[config.mk]
export PLATFORM = sky130hd
export DESIGN_NAME = timer_irq_src
export DESIGN_NICKNAME = d
export VERILOG_FILES = /design/src/rtl/timer_irq_src.sv
export SDC_FILE = /design/constraint.sdc
export NUM_CORES = 1
export LEC_CHECK = 0
export ABC_CLOCK_PERIOD_IN_PS = 4700
export CELL_PAD_IN_SITES_DETAIL_PLACEMENT = 1
export CELL_PAD_IN_SITES_GLOBAL_PLACEMENT = 2
export CORE_MARGIN = 5
export CORE_UTILIZATION = 33
export DETAILED_ROUTE_END_ITERATION = 10
export PLACE_DENSITY = 0.95
export SLEW_MARGIN = 20
export SYNTH_ARGS = -nofsm -noshare
export SYNTH_HDL_FRONTEND = slang
export SYNTH_SLANG_ARGS = --single-unit
[constraint.sdc]
create_clock -name clk -period 4.7 [get_ports clk]
set_clock_uncertainty 0.05 [all_clocks]
set_input_delay 1.175 -clock clk [delete_from_list [all_inputs] [get_ports clk]]
set_output_delay 1.175 -clock clk [all_outputs]
set_load 0.02 [all_outputs]
[src/rtl/timer_irq_src.sv]
// ---------------------------------------------------------------------------
// timer_irq_src
//   Memory-mapped down-counting timer. It is the source of one CPU hardware
//   interrupt line. Software sets an enable bit, a mode, an interrupt mask and
//   a preset count over a small word-addressed register bus.
//     one-shot    : on expiry irq is raised and held until the next bus write
//                   to CTRL or PRESET. EN is cleared automatically.
//     auto-reload : on expiry irq pulses for one cycle and the count reloads.
//
// Ports
//   clk   in   1   clock, all state updates on posedge
//   rst   in   1   synchronous active-high reset
//   addr  in   2   word select: 0 CTRL, 1 PRESET, 2 COUNT (read-only), 3 reserved
//   we    in   1   write strobe
//   din   in  32   write data
//   dout  out 32   read data, combinational on addr (zero-extended)
//   irq   out  1   interrupt request (irq_flag AND IM, both registered)
//
// CTRL layout: [0] EN, [2:1] MODE (01 auto-reload, anything else one-shot),
//              [3] IM. All other bits read as 0.
// ---------------------------------------------------------------------------
module timer_irq_src #(
    parameter int               CNT_W      = 32,
    parameter logic [CNT_W-1:0] PRESET_RST = '0
) (
    input  logic        clk,
    input  logic        rst,
    input  logic [1:0]  addr,
    input  logic        we,
    input  logic [31:0] din,
    output logic [31:0] dout,
    output logic        irq
);

    typedef enum logic [1:0] {
        ST_IDLE,
        ST_LOAD,
        ST_CNT,
        ST_INT
    } state_t;

    localparam logic [1:0] MODE_RELOAD = 2'b01;

    state_t             state_reg;
    logic               ctrl_en_reg;
    logic [1:0]         ctrl_mode_reg;
    logic               ctrl_im_reg;
    logic [CNT_W-1:0]   preset_reg;
    logic [CNT_W-1:0]   count_reg;
    logic               irq_flag_reg;

    logic               wr_ctrl;
    logic               wr_preset;
    logic               en_next;
    logic [1:0]         mode_next;

    assign wr_ctrl   = we && (addr == 2'd0);
    assign wr_preset = we && (addr == 2'd1);

    // The FSM sees CTRL as it will be after this edge, so a write that sets EN
    // starts the timer at the same edge and a write that clears EN stops it.
    assign en_next   = wr_ctrl ? din[0]   : ctrl_en_reg;
    assign mode_next = wr_ctrl ? din[2:1] : ctrl_mode_reg;

    always_ff @(posedge clk) begin
        if (rst) begin
            state_reg     <= ST_IDLE;
            ctrl_en_reg   <= 1'b0;
            ctrl_mode_reg <= 2'b00;
            ctrl_im_reg   <= 1'b0;
            preset_reg    <= PRESET_RST;
            count_reg     <= '0;
            irq_flag_reg  <= 1'b0;
        end else begin
            if (wr_preset) begin
                // New preset: park in IDLE with COUNT untouched; if EN is still
                // set the next edge goes to LOAD and restarts from the new value.
                preset_reg   <= CNT_W'(din);
                state_reg    <= ST_IDLE;
                irq_flag_reg <= 1'b0;
            end else begin
                case (state_reg)
                    ST_IDLE: begin
                        if (en_next) begin
                            state_reg <= ST_LOAD;
                        end
                    end
                    ST_LOAD: begin
                        count_reg <= preset_reg;
                        state_reg <= ST_CNT;
                    end
                    ST_CNT: begin
                        if (!en_next) begin
                            state_reg <= ST_IDLE;
                        end else if (count_reg > CNT_W'(1)) begin
                            count_reg <= count_reg - CNT_W'(1);
                        end else begin
                            // Covers COUNT==0 too, so PRESET=0 acts like 1
                            // and COUNT never wraps.
                            count_reg    <= '0;
                            irq_flag_reg <= 1'b1;
                            state_reg    <= ST_INT;
                        end
                    end
                    ST_INT: begin
                        if (mode_next == MODE_RELOAD) begin
                            irq_flag_reg <= 1'b0;
                            state_reg    <= ST_LOAD;
                        end else begin
                            ctrl_en_reg <= 1'b0;
                            state_reg   <= ST_IDLE;
                        end
                    end
                    default: begin
                        state_reg <= ST_IDLE;
                    end
                endcase
            end

            // Placed after the FSM so a software write overrides both the
            // automatic EN clear and a same-edge irq_flag set.
            if (wr_ctrl) begin
                ctrl_en_reg   <= din[0];
                ctrl_mode_reg <= din[2:1];
                ctrl_im_reg   <= din[3];
                irq_flag_reg  <= 1'b0;
            end
        end
    end

    // Both operands are registers: no combinational bus-to-irq path.
    assign irq = irq_flag_reg & ctrl_im_reg;

    always_comb begin
        dout = 32'd0;
        case (addr)
            2'd0:    dout = {28'd0, ctrl_im_reg, ctrl_mode_reg, ctrl_en_reg};
            2'd1:    dout = 32'(preset_reg);
            2'd2:    dout = 32'(count_reg);
            default: dout = 32'd0;
        endcase
    end

endmodule

Word-level counts from Yosys, hierarchy flattened
Cells that the tools add are included.
{ "word_totals": {"in_bits": 37, "register_bits": 71} }
{ "classes": {"bitwise": 2, "n_addsub": 1, "muxes": 19, "order_cmp": 1, "reduce_logical": 13, "n_eq_ne": 13} }
{ "op_table": {"columns": ["op", "n"], "rows": [
  ["$pmux 32 s3", 1],
  ["$mux 32", 2],
  ["$pmux 32 s2", 1],
  ["$gt 32x1->1 const B", 1],
  ["$sub 32x1->32 const B", 1],
  ["$ne 2x2->1 const B", 6],
  ["$mux 1", 9],
  ["$mux 2", 4],
  ["$pmux 2 s4", 1],
  ["$eq 2x1->1 const B", 3],
  ["$eq 2x2->1 const B", 3],
  ["$reduce_and 3->1", 2],
  ["$reduce_bool 2->1", 3],
  ["$logic_not 2->1", 2],
  ["$reduce_and 4->1", 1],
  ["$ne 3x3->1 const B", 1],
  ["$reduce_or 3->1", 1],
  ["$logic_and 1x1->1", 2],
  ["$pmux 1 s2", 1],
  ["$reduce_and 2->1", 1],
  ["$reduce_or 2->1", 1],
  ["$and 1x1->1", 1],
  ["$not 1->1", 1]
]} }

Longest topological paths before layout
{ "logic_depth": {"depth_word": 8, "mapped_depth": 9} }

Worst setup path after synthesis
Ideal clock, no wire load.
{ "synth_path": {"path_type": "input to output", "from": "input addr[1]", "to": "output dout[10]", "slack_ns": 1.115, "cell_stages": 5, "n_path_buf": 3, "arrival_time_ns": 2.360, "cell_sequence": "buf_2 -> nor2b_1 -> clkbuf_1 -> buf_1 -> a22o_1"} }
{ "synth_via": {"elab_chain_len": 2} }
{ "synth_rtl": {"columns": ["element", "line", "source"], "rows": [
  ["from (decl)", "28", "input logic [1:0] addr,"],
  ["$eq 2x2->1, or another cell as far along", "136", "case (addr)"],
  ["$pmux 32 s3 (*)", "136", null],
  ["to (decl)", "31", "output logic [31:0] dout,"]
]} }
Mark *: on every way between the ends. The rest lies on a longest branch, timed or not.

Final worst setup path
{ "layout_path": {"from": "input addr[1]", "to": "output dout[19]"} }
The elaborated chain is that of the path after synthesis.

==> flow_metrics.tcl <==
set metrics [dict create \
    status "finished clean" \
    post-cts-setup-buffer-count 0 \
    placed_area_mm2 0.00506 \
    ys_ff_latch 71 \
    timing.fmax_mhz 236 \
    grt_max_degree 66 \
    grtUsageTotal 0.219 \
    numCtsBuffers 9 \
    gp_congestion 0.924 \
    hold_class "flip-flop to flip-flop" \
    p_int_w 0.00122 \
    final_area_mm2 0.00535 \
    max_slew_margin 0.237 \
    cts_resized 0 \
    cp.required_ns 3.47 \
    stdcell_count 776 \
    yosys.area.top_type "dfxtp_1" \
    worst_slack_ns 0.461 \
    antenna_left 0 \
    antenna_found_initial 0 \
    synth_edf_count 0 \
    tns_ns 0 \
    area_growth_pct 27.4 \
    dieArea_mm2 0.0151 \
    syn_area_per_cell_um2 7.66 \
    switching_share 0.353 \
    num_vias 4626 \
    syn_area_mm2 0.00420 \
    place_ws_ns 0.460 \
    setup_viol 0 \
    syn_inst 548 \
    holdWs_ns 0.425 \
    syn-num-nets 590 \
    power_frac_clock 0.352 \
    synthTopCellsByArea "dfxtp_1, nand2_1, a21oi_1, a22o_1, clkbuf_1" \
    ys_types 60 \
    cp_data_arrival_time_ns 3.01 \
    synth-seq-area-share 0.339 \
    die_x_um 123 \
    yosysTopAreaCellShare 0.339 \
    clkTransAtPathRegs_ns 0.05 \
    crit_fanout 17 \
    drive_gt1_frac 0.0745 \
    synth_most_common_cell "nand2_1" \
    wirelength_mm 16.1 \
    p_per_area_mw_per_mm2 353 \
    antenna_cells 0 \
    cts_max_path_buffers 2 \
    share_comb_of_total_power 0.306 \
    sequentialPowerShare 0.343 \
    fill_cells 1522 \
    worst_pin_slew_ns 1.13 \
    clk_latency_ns 0.34 \
    via_per_inst 5.96 \
    drv_slew 0 \
    cts_tree "done" \
    vdd_drop_max_uv 129 \
    nets 643 \
    overflow 0 \
    drt_iter0_drc 345 \
    clock-root-buffer "clkbuf_16" \
    grt_pass1_wl_mm 26.1 \
    ys_warn_count 0 \
    max_cap_viol_count 0 \
    rsz0062_at_grt "no" \
    start_util 0.334 \
    rows 41 \
    synth_ff_type "dfxtp_1" \
    clkSinkCount 71 \
    switchingPower_w 0.000668 \
    port_buffers 69 \
    grt_pass1_vias 4870 \
    period_needed_ns 4.24 \
    drt-pass1-iter-count 4 \
    cts-htree-levels 3 \
    startpoint_type "input port" \
    criticalPathCategory "input port to output pin" \
    synth_commonest_cells "nand2_1, dfxtp_1, a21oi_1, clkbuf_1, a22o_1" \
    p_leak_nw 1.90 \
    die_y_um 123 \
    cp-end-kind "output pin" \
    holdBufCountCts 0 \
    design.portCount 70 \
    core_mm2 0.0126 \
    seqCellArea_mm2 0.00142 \
    hold_violations 0 \
    post_drt_wl_per_cell_um 20.7 \
    multi_input_area_mm2 0.00252 \
    drc_errors 0 \
    min_period_over_period 0.902 \
    dp_hpwl_mm 11.3 \
    ys_async_sr_fraction 0 \
    dpl.cell_count 762 \
]
power groups by stage:
stage / sequential, W / clock (W) / combinational, W
2_1_floorplan: 0.000649 / 0 / 0.000356
3_3_place_gp: 0.000659 / 0 / 0.000550
3_5_place_dp: 0.000660 / 0 / 0.000563
4_1_cts: 0.000647 / 0.000666 / 0.000569
5_1_grt: 0.000650 / 0.000692 / 0.000621
6_report: 0.000648 / 0.000665 / 0.000578
stage by stage:
step,power [W],util
finish,0.00189,0.426
global route,0.00196,0.426
CTS,0.00188,0.425
detailed placement,0.00122,0.403
global placement,0.00121,0.403
floorplan,0.00101,-
final timing paths:
kind | to | slack, ns | cells after the start | start
max | dout[19] | 0.46 | 6 | addr[1]
min | preset_reg[28]$_SDFFE_PP0P_ | 0.43 | 2 | preset_reg[28]$_SDFFE_PP0P_
max reg2reg | count_reg[1]$_SDFFE_PP0P_ | 1.27 | 5 | count_reg[8]$_SDFFE_PP0P_
min reg2reg | preset_reg[28]$_SDFFE_PP0P_ | 0.43 | 2 | preset_reg[28]$_SDFFE_PP0P_
layout by cell type (no fill, tap or decap), drive strengths merged, types with 14 or more instances in the layout:
master,count
nand2,92
dfxtp,71
clkdlybuf4s50,68
a21oi,61
a22o,28
buf,21
nor2,20
inv,19
o21ai,16
nor4,16
nor3,16
a31oi,14
clkbuf,14
layer usage:
layer / routed length, um / global-route usage / vias up
met1: 7020 / 0.280 / 2295
li1: - / - / 2178
met5: 0 / 0 / -
met3: 753 / 0.0373 / 26
met2: 7950 / 0.372 / 127
met4: 347 / 0.0770 / 0
layout make-up:
class / count / share of cell area
Multi-Input combinational cell: 411 / 0.471
Timing Repair Buffer: 89 / 0.156
Sequential cell: 71 / 0.266
Clock buffer: 14 / 0.0531
Tap cell: 172 / 0.0402
Inverter: 19 / 0.0133
critical path: stages:
cell             delay [ns]
clkdlybuf4s50_1        0.44
buf_4                  0.19
nor2b_2                0.14
buf_4                  0.25
a22o_1                 0.19
clkdlybuf4s50_1        0.62
kinds of logic (layout without fill, tap and decap cells):
family          after synthesis  after routing  synth area share
buf+inv                      66            122            0.0632
compound gates              183            183             0.296
fa+ha+maj                     5              5            0.0149
simple gates                218            218             0.275
flops                        71             71             0.339
mux                           5              5            0.0119
(Power assumes the default switching activity.)
==> RTL change 1, RTL diff (same settings) <==
The parameter `CNT_W` goes from 32 to 16.
--- a/src/rtl/timer_irq_src.sv
+++ b/src/rtl/timer_irq_src.sv
@@ -20,7 +20,7 @@
 //              [3] IM. All other bits read as 0.
 // ---------------------------------------------------------------------------
 module timer_irq_src #(
-    parameter int               CNT_W      = 32,
+    parameter int               CNT_W      = 16,
     parameter logic [CNT_W-1:0] PRESET_RST = '0
 ) (
     input  logic        clk,
Formal check against the unedited RTL: not equivalent (a bounded check fails within 4 cycles, from zero or initial values and one cycle with rst high).
==> RTL change 1 against the unedited design <==
  * Cell area decreased by 44%
  * Worst setup slack better by 0.12 ns
  * Global-route usage shrank 5.0 points
  * Utilization shrank 1.2 points
  * Area after synthesis shrank 41%
  * Routed wire length is 51% lower
  * Sequential cell count decreased by 32
  * Combinational power is 47% lower
  * Total power is 46% lower
  * Sequential power fell by 44%
  * Die area shrank 38%
  * Critical path type unchanged
  * Largest cell class unchanged
  * Largest power group is now sequential cells
  * Highest routed layer unchanged
==> RTL change 1: results <==
group,metric,value,unit
cts,clock_tree.root_cell,"clkbuf_8",
global_route,global_route.usage.met1,22.5,%
worst_setup_path,r2r.worst_path.cells,6,
placement,io_buffer_count,37,
synth,synthAdderAreaFrac,2.51,%
cts,path_clk_slew,0.08,ns
cts,cts-htree-levels,2,
synth,ys_seq_elements,39,
worst_setup_path,r2r_start,"state_reg[0]",
min_path,min_to,"preset_reg[7]",
min_path,worst_hold_startpoint,"preset_reg[7]",
worst_setup_path,critPathMaxFanout,16,
synth,multiplexer_share_of_the_synthesized_area,3.66,%
finish,drive_gt1_share,7.41,%
synth,yosys-top-cells-area,"dfxtp_1 31%, nand2_1 7.2%, a21oi_1 7.0%",
global_route,grt_max_degree,36,
power_and_ir_drop,power.switching_fraction,34.6,%
sta,fin_hold_ws,0.433,ns
global_route,use_met3,2.01,%
cts,clock_insertion_delay_worst_skew,0.30,ns
placement,placement_stage_worst_setup_slack,0.566,ns
status,status,"finished, final reports clean",
global_route,grt_first_pass_wirelength,13100,um
routing,avgViaCountPerCell,5.48,
synth,ys_seq_area_share,31.3,%
routing,drtIter0Drc,148,
worst_setup_path,rrSetupSlack,1.88,ns
finish,fillerInstances,923,
global_route,first_global_vias,2528,
routing,routed_wire_length_per_instance,17.7,um
finish,area_share_nonclk_buffers,14.0,%
worst_setup_path,endpoint_of_the_most_critical_register_to_register_path,"count_reg[10]",
finish,clk_share,4.52,%
sta,worst_pin_slew,0.960,ns
finish,signal_buffers,44,
cts,cts_made_buffers,5,
synth,synth.cells.most_frequent,"48 x nand2_1, 39 x dfxtp_1, 35 x a21oi_1",
synth,yosys.cell_types.count,55,
placement,gpl_wtd_cong,0.879,
finish,inverters,13,
routing,routed-wl-met3,597,um
finish,num-multi-input-gates,247,
synth,synth-compound-area-share,29.1,%
power_and_ir_drop,power.clock.fraction,34.2,%
## RTL change 1: cell count changes in the layout (fill, tap and decap cells not counted), sizes merged, moves of 11 or more
| cell | before | now |
|---|---|---|
| nand2 | 92 | 49 |
| buf | 21 | 7 |
| nor2 | 20 | 9 |
| a22o | 28 | 12 |
| a31oi | 14 | 3 |
| a21oi | 61 | 36 |
| nand4 | 13 | 0 |
| dfxtp | 71 | 39 |
| conb | 0 | 16 |
| clkdlybuf4s50 | 68 | 37 |
## RTL change 1: how the worst max path moves through the flow
stage	start	endpoint	slack (ns)
final	addr[0]	dout[4]	0.58
after global routing	addr[0]	dout[0]	0.47
after CTS	addr[0]	dout[4]	0.57
after detailed placement	addr[0]	dout[4]	0.57
after global placement	addr[0]	dout[0]	0.59
after floorplan	addr[1]	dout[0]	1.15
## RTL change 1: metrics by stage
step / cell area [um2] / std cells
after floorplan: 2550 / 336
after global placement: 2880 / 442
after detailed placement: 2880 / 442
after CTS: 3020 / 450
after global routing: 3020 / 450
final: 3020 / 450
==> RTL change 2, RTL diff (same settings) <==
Without the edit above. Reset style: asynchronous (`rst`), changed in one clocked block. Comments in the files are not updated.
--- a/src/rtl/timer_irq_src.sv
+++ b/src/rtl/timer_irq_src.sv
@@ -62,7 +62,7 @@
     assign en_next   = wr_ctrl ? din[0]   : ctrl_en_reg;
     assign mode_next = wr_ctrl ? din[2:1] : ctrl_mode_reg;
 
-    always_ff @(posedge clk) begin
+    always_ff @(posedge clk or posedge rst) begin
         if (rst) begin
             state_reg     <= ST_IDLE;
             ctrl_en_reg   <= 1'b0;
Function: differs if rst is asserted again (counterexample within 4 cycles, from zero or initial values and one cycle with rst high); with rst held inactive, the same outputs for 4 cycles.
==> RTL change 2 against the unedited design <==
  * First-iteration DRC count shrank 30%
  * Cell area rose by 0.96%
  * Routed wire length decreased by 23%
  * Fmax down 0.19%
  * Sequential cell count stayed put
  * Area after synthesis barely moved
  * Worst setup slack worse by 0.0079 ns
  * Critical endpoint is now dout[28]
Power is not compared: it rests on default switching activity, and its combinational part moved more than twofold at a synthesized area within 25%.
==> RTL change 2: results <==
group,metric,value,unit
status,status,"finished, final reports clean",
cts,clock_tree.root_cell,"clkbuf_16",
min_path,hold_path.class,"reg2reg",
worst_setup_path,rrSetupSlack,1.57,ns
finish,drive_gt1_share,16.9,%
global_route,first_global_vias,3929,
placement,post_dp_cell_area,5100,um2
placement,dp_hpwl,8620,um
sta,finalSetupTns,0,ns
synth,postSynth.asyncResetShare,100,%
synth,yosys.cell_types.count,52,
global_route,gr-usage-all-layers,17.2,%
synth,synthesis.nets,460,
routing,avgViaCountPerCell,5.67,
cts,cts-htree-levels,3,
cts,clock_insertion_delay_worst_skew,0.35,ns
routing,routed_wire_length_per_instance,19.0,um
routing,drtIter0Drc,243,
cts,cts-root-to-sink-buffers,2,
power_and_ir_drop,irDropWorstVdd,199,uV
synth,ys_seq_area_share,42.3,%
worst_setup_path,r2r.worst_path.cells,6,
placement,gpl_wtd_cong,0.810,
power_and_ir_drop,leakage_power_summed_over_all_cells,2.14,nW
cts,post-cts-setup-buffers,0,
routing,detail_route.first_pass.iterations,4,
synth,yosys-top-cells-area,"dfrtp_1 42%, a22o_1 11%, mux2_2 9.4%",
placement,io_buffer_count,69,
finish,num_antenna_cells,0,
sta,timing.max_slew.rel_slack,29.9,%
synth,yosysWarningCount,0,
finish,fin_nets,517,
cts,path_clk_slew,0.05,ns
global_route,grt_first_pass_wirelength,20400,um
cts,postCtsResizedCells,0,
min_path,hold_depth,1,
worst_setup_path,crit_arrival,3.02,ns
synth,synth.cells.most_frequent,"71 x dfrtp_1, 54 x a22o_1, 35 x mux2_2",
worst_setup_path,critPathMaxFanout,32,
cts,cts_made_buffers,9,
finish,fillerInstances,1404,
global_route,grt_max_degree,45,
global_route,grt_antenna_before_repair,0,
## RTL change 2: cells by family after synthesis
logic type | after synthesis | synth area share [%]
simple gates | 112 | 15.2
mux | 43 | 11.3
compound gates | 140 | 25.3
fa+ha+maj | 5 | 1.49
buf+inv | 47 | 4.35
flops | 71 | 42.3
## RTL change 2: area by class of cell
| class | instances | area (um2) | area share, % |
|---|---|---|---|
| clock buffers | 11 | 243 | 4.49 |
| clock inverters | 5 | 57.6 | 1.07 |
| inverters | 11 | 41.3 | 0.765 |
| multi-input cells | 300 | 2250 | 41.7 |
| flip-flops and latches | 71 | 1780 | 32.9 |
| well taps | 172 | 215 | 3.99 |
| repair buffers | 82 | 813 | 15.1 |
## RTL change 2: metrics by stage
stage | hold slack [ns] | utilization, % | cells | setup WS [ns]
2_1_floorplan | 0.422 | - | 418 | 0.984
3_3_place_gp | 0.460 | 40.6 | 636 | 0.461
3_5_place_dp | 0.469 | 40.6 | 636 | 0.442
4_1_cts | 0.481 | 43.0 | 652 | 0.441
5_1_grt | 0.494 | 43.0 | 652 | 0.381
6_report | 0.473 | 43.0 | 652 | 0.453
## RTL change 2: power by group
part / switching, mW / internal [mW]
Sequential: 0.291 / 0.819
Combinational: 0.765 / 0.631
Clock: 0.269 / 0.425
## RTL change 2: worst max-delay path: stages
cell             delay, ns
clkdlybuf4s50_1       0.45
buf_4                 0.19
nor2b_2               0.16
buf_12                0.22
a22o_1                0.21
clkdlybuf4s50_1       0.62
## RTL change 2: path summary, 6_finish.rpt
kind | start | endpoint
min reg2reg | ctrl_im_reg | ctrl_im_reg
max | addr[1] | dout[28]
min in group asynchronous | rst | preset_reg[6]
max in group asynchronous | rst | ctrl_im_reg
min | ctrl_im_reg | ctrl_im_reg
max reg2reg | count_reg[21] | count_reg[17]
## RTL change 2: per-layer routing
layer / routed length, um / share of wire (%) / global-route usage (%)
met1: 5620 / 45 / 22.3
met2: 6130 / 49 / 28.7
met3: 449 / 3.6 / 3.00
met4: 212 / 1.7 / 6.44
met5: 0 / 0 / 0
